File: src/rtl/axi3_rd_arbiter.sv
// Round-robin arbiter sharing one AXI3 read channel among N_MASTER refill engines.
// One burst in flight: the granted master's AR is forwarded, then its R beats until RLAST.
module axi3_rd_arbiter #(
  parameter int N_MASTER   = 2,
  parameter int ADDR_WIDTH = 32,
  parameter int DATA_WIDTH = 32,
  parameter int ID_WIDTH   = 4
) (
  input  logic                           clk,
  input  logic                           rst,
  input  logic [N_MASTER-1:0]            m_arvalid,
  input  logic [N_MASTER*ADDR_WIDTH-1:0] m_araddr,
  input  logic [N_MASTER*4-1:0]          m_arlen,
  input  logic [N_MASTER*3-1:0]          m_arsize,
  input  logic [N_MASTER*2-1:0]          m_arburst,
  output logic [N_MASTER-1:0]            m_arready,
  output logic [N_MASTER-1:0]            m_rvalid,
  input  logic [N_MASTER-1:0]            m_rready,
  output logic [DATA_WIDTH-1:0]          m_rdata,
  output logic [1:0]                     m_rresp,
  output logic                           m_rlast,
  output logic                           s_arvalid,
  input  logic                           s_arready,
  output logic [ADDR_WIDTH-1:0]          s_araddr,
  output logic [3:0]                     s_arlen,
  output logic [2:0]                     s_arsize,
  output logic [1:0]                     s_arburst,
  output logic [ID_WIDTH-1:0]            s_arid,
  input  logic                           s_rvalid,
  output logic                           s_rready,
  input  logic [DATA_WIDTH-1:0]          s_rdata,
  input  logic [1:0]                     s_rresp,
  input  logic                           s_rlast,
  input  logic [ID_WIDTH-1:0]            s_rid
);

  localparam int GW = $clog2(N_MASTER);

  typedef enum logic [1:0] {IDLE, ADDR, DATA} state_t;

  state_t        state, state_nxt;
  logic [GW-1:0] grant, grant_nxt;
  logic [GW-1:0] last_grant, last_grant_nxt;
  logic [GW-1:0] pick;
  logic [GW-1:0] idx;
  logic          found;
  logic [31:0]   gidx;
  logic          rid_unused;

  // Only one burst is ever outstanding, so the returned ID carries no routing information.
  assign rid_unused = ^s_rid;

  assign gidx      = 32'(grant);
  assign s_araddr  = m_araddr[gidx*ADDR_WIDTH +: ADDR_WIDTH];
  assign s_arlen   = m_arlen[gidx*4 +: 4];
  assign s_arsize  = m_arsize[gidx*3 +: 3];
  assign s_arburst = m_arburst[gidx*2 +: 2];
  assign s_arid    = ID_WIDTH'(grant);
  assign m_rdata   = s_rdata;
  assign m_rresp   = s_rresp;
  assign m_rlast   = s_rlast;

  // Scan upward starting just past the last served master so it ranks lowest.
  always_comb begin
    pick  = grant;
    found = 1'b0;
    idx   = '0;
    for (int i = 1; i <= N_MASTER; i++) begin
      idx = GW'((32'(last_grant) + 32'(i)) % 32'(N_MASTER));
      if (!found && m_arvalid[idx]) begin
        pick  = idx;
        found = 1'b1;
      end
    end
  end

  always_ff @(posedge clk) begin
    if (rst) begin
      state      <= IDLE;
      grant      <= '0;
      last_grant <= GW'(N_MASTER - 1);
    end else begin
      state      <= state_nxt;
      grant      <= grant_nxt;
      last_grant <= last_grant_nxt;
    end
  end

  always_comb begin
    state_nxt      = state;
    grant_nxt      = grant;
    last_grant_nxt = last_grant;
    s_arvalid      = 1'b0;
    s_rready       = 1'b0;
    m_arready      = '0;
    m_rvalid       = '0;
    unique case (state)
      IDLE: begin
        if (|m_arvalid) begin
          grant_nxt = pick;
          state_nxt = ADDR;
        end
      end
      ADDR: begin
        s_arvalid        = m_arvalid[grant];
        m_arready[grant] = s_arready;
        // A master withdrawing its request mid-address phase is tolerated: nothing is issued.
        if (!m_arvalid[grant]) begin
          state_nxt = IDLE;
        end else if (s_arready) begin
          last_grant_nxt = grant;
          state_nxt      = DATA;
        end
      end
      DATA: begin
        m_rvalid[grant] = s_rvalid;
        s_rready        = m_rready[grant];
        if (s_rvalid && s_rready && s_rlast) state_nxt = IDLE;
      end
      default: state_nxt = IDLE;
    endcase
  end

endmodule

File: config.mk
export PLATFORM = sky130hd
export DESIGN_NAME = axi3_rd_arbiter
export DESIGN_NICKNAME = d
export VERILOG_FILES = /design/src/rtl/axi3_rd_arbiter.sv
export SDC_FILE = /design/constraint.sdc
export NUM_CORES = 1
export LEC_CHECK = 0
export BUFFER_PORTS_ARGS = -buffer_cell sky130_fd_sc_hd__buf_2
export CAP_MARGIN = 20
export CELL_PAD_IN_SITES_DETAIL_PLACEMENT = 0
export CELL_PAD_IN_SITES_GLOBAL_PLACEMENT = 2
export CORE_ASPECT_RATIO = 0.5
export CORE_UTILIZATION = 10
export DETAILED_ROUTE_END_ITERATION = 8
export GPL_TIMING_DRIVEN = 0
export PLACE_DENSITY_LB_ADDON = 0.1
export SLEW_MARGIN = 40
export SYNTH_ARGS = -nofsm -noshare
export SYNTH_HDL_FRONTEND = slang
export SYNTH_SLANG_ARGS = --single-unit
File: constraint.sdc
create_clock -name clk -period 1.2 [get_ports clk]
set_input_delay 0.12 -clock clk [delete_from_list [all_inputs] [get_ports clk]]
set_output_delay 0.12 -clock clk [all_outputs]
set_load 0.005 [all_outputs]
==> metrics.md <==
| Metric | Value |
|---|---|
| Post-synthesis cell type count | 22 |
| Largest net degree at the start of global routing | 11 |
| Drt initial violations | 20 |
| EDFF count, synth | 0 |
| Final worst slack | -0.209 ns |
| Core area | 9730 µm² |
| Max Fclk | 710 MHz |
| Maximum capacitance violations | 0 |
| Root Driver | clkbuf_16 |
| RSZ-0062 raised after global routing | true |
| Post-synthesis sequential area ratio | 7.74% |
| Die Footprint | 10800 µm² |
| Vias | 1519 |
| Antenna diode count | 0 |
| Commonest non-fill, non-tap cell in the layout | buf_2 |
| Failing checks | setup timing |
| Final period util | 117% |
| TritonCTS Buffers | 3 |
| Clock net sink count | 4 |
| Ports | 215 |
| Final Setup Violations | 50 |
| Final ANT Viol Nets | 0 |
| Die height | 73.9 µm |
| Post-Synthesis Cells | 118 |
| Final worst path period need | 1.41 ns |
| Total global routing overflow | 0 |
| Clock tree buffer depth | 2 |
| Vias/cell | 3.44 |
| First-pass GRT wire length | 6.98 mm |
| Area leader, netlist | mux2_2 |
| Status | complete, but fails checks |
| Drt wl/cell | 10.6 µm |
| Peak supply drop | 0.300 mV |
| Worst Path Required | 1.08 ns |
| Synth-to-layout area growth | 144% |
| RePlAce Congestion | 0.735 |
| Register area | 86.3 µm² |
| Nature of the critical path endpoint | primary output |
| Routed Wire Length | 4.67 mm |
| Pwr dens | 625 nW/µm² |
| Layout Nets | 438 |
| Avg Inst Size Synth | 8.77 µm² |
| Clock-pin slew on the worst setup and hold paths | 0.03 ns |
| Max FO, Critical Path | 7 |
| Ratio of cells with drive above 1 in the final layout | 92.2% |
| Post-synthesis cell area | 1030 µm² |
| Synth Flop Type | dfxtp_1 |
| DP HPWL | 3.83 mm |
| Placed insts | 428 |
| Initial antenna violation count | 0 |
| CTS tree | built |
| WHS | 0.126 ns |
| Register bit total from synthesis | 4 |
| Worst setup SP type | register |
| TritonRoute pass-1 iters | 4 |
| Slew Limit Fails | 0 |
| IO Port Bufs | 173 |
| Post-synth ARST share | 0% |
| Top-area cell type share of the netlist area | 44.6% |
| Drt drc | 0 |
| Clock skew | 0.00118 ns |
| Kind of critical path | register to primary output |
| Register-to-register path setup slack | -0.10 ns |
| Insertion delay to the later sink of the worst-skew pair | 0.22 ns |
| Footprint of the multi-input gates | 733 µm² |
| Leak | 1.37 nW |
| Rows | 25 |
| Synth warnings | 0 |
| Arrival @ worst endpoint | 1.29 ns |
| Pre-CTS setup slack | -0.235 ns |
| Total GRT Usage | 8.05% |
| Final hold vios | 0 |
| H-Tree Depth | 1 |
| Tot Pwr | 1.58 mW |
| Finished Layout Cells | 442 |
| Synth top area cells | mux2_2 45%, buf_4 29%, dfxtp_1 7.7% |
| Width of the die | 146 µm |
| Hold Path Class | primary input to register |
| Number of global-route vias before repair | 1433 |
| # fillers | 1078 |
| Most frequent cells in the layout | 156 x buf_2, 45 x buf_4, 23 x mux2_2 |
| Initial Utilization | 10.6% |
report_power, final:
part,switching [mW],internal [mW]
clock network,0.0880,0.425
registers,0.0138,0.144
logic,0.291,0.616
total,0.393,1.19
state kept, by name (all words and copies together), names as in the netlist:
signal and cells:
state 2, grant 1, last_grant 1
synth_stat cells, types with 2 or more instances:
cell,number
mux2_2,41
buf_4,40
nor2_1,5
dfxtp_1,4
nand2_1,4
a21oi_1,3
buf_2,2
buf_6,2
inv_1,2
mux2i_1,2
nor2b_1,2
stage by stage:
stage | setup TNS, ns | instance area (µm²) | util, %
after detailed placement | -6.16 | 2080 | 21.4
final | -8.56 | 2520 | 26.0
after global routing | -11.29 | 2520 | 26.0
after global placement | -5.86 | 2080 | 21.4
after floorplan | 0 | 1040 | -
after CTS | -9.53 | 2500 | 25.7
critical path, cell delays in order, from the launching register on:
cell     delay, ns
dfxtp_4       0.36
buf_8         0.14
buf_16        0.12
mux2_2        0.32
buf_2         0.12
final timing paths:
check | end | from | depth (start not counted)
setup / recovery | s_araddr[30] | grant | 4
hold / removal | state[0] | rst | 2
setup reg to reg | state[1] | grant | 6
hold reg to reg | state[0] | state[1] | 1
logic make-up after synthesis:
kind of cell,synth area share (%)
DFF,7.74
muxes,46.6
AOI/OAI and AO/OA,5.44
and+or+nand+nor,7.01
buffers and inverters,32.9
other,0.362
final cells by class:
class | instances | area share [%]
plain buffers | 44 | 14.3
repair buffers | 184 | 43.3
clock buffers | 3 | 2.97
well taps | 135 | 6.69
multi-input cells | 70 | 29.0
inverters | 2 | 0.297
flip-flops and latches | 4 | 3.42
per-layer routing:
metal  track usage (%)  vias to the layer above  share of wire [%]
met1              8.16                      673                 33
met5                 0                        -                  0
met2              17.3                       99                 57
met4              1.40                        0               0.32
li1                  -                      745                  -
met3              1.84                        2                9.4
repair_timing:
action                     4_1_cts  5_1_grt
resized for setup               59        4
gates cloned                     1        0
pin swaps                        6        2
setup buffers                    9        1
setup endpoints to repair       48       51
hold buffers                     0        0
(Power assumes the default switching activity.)
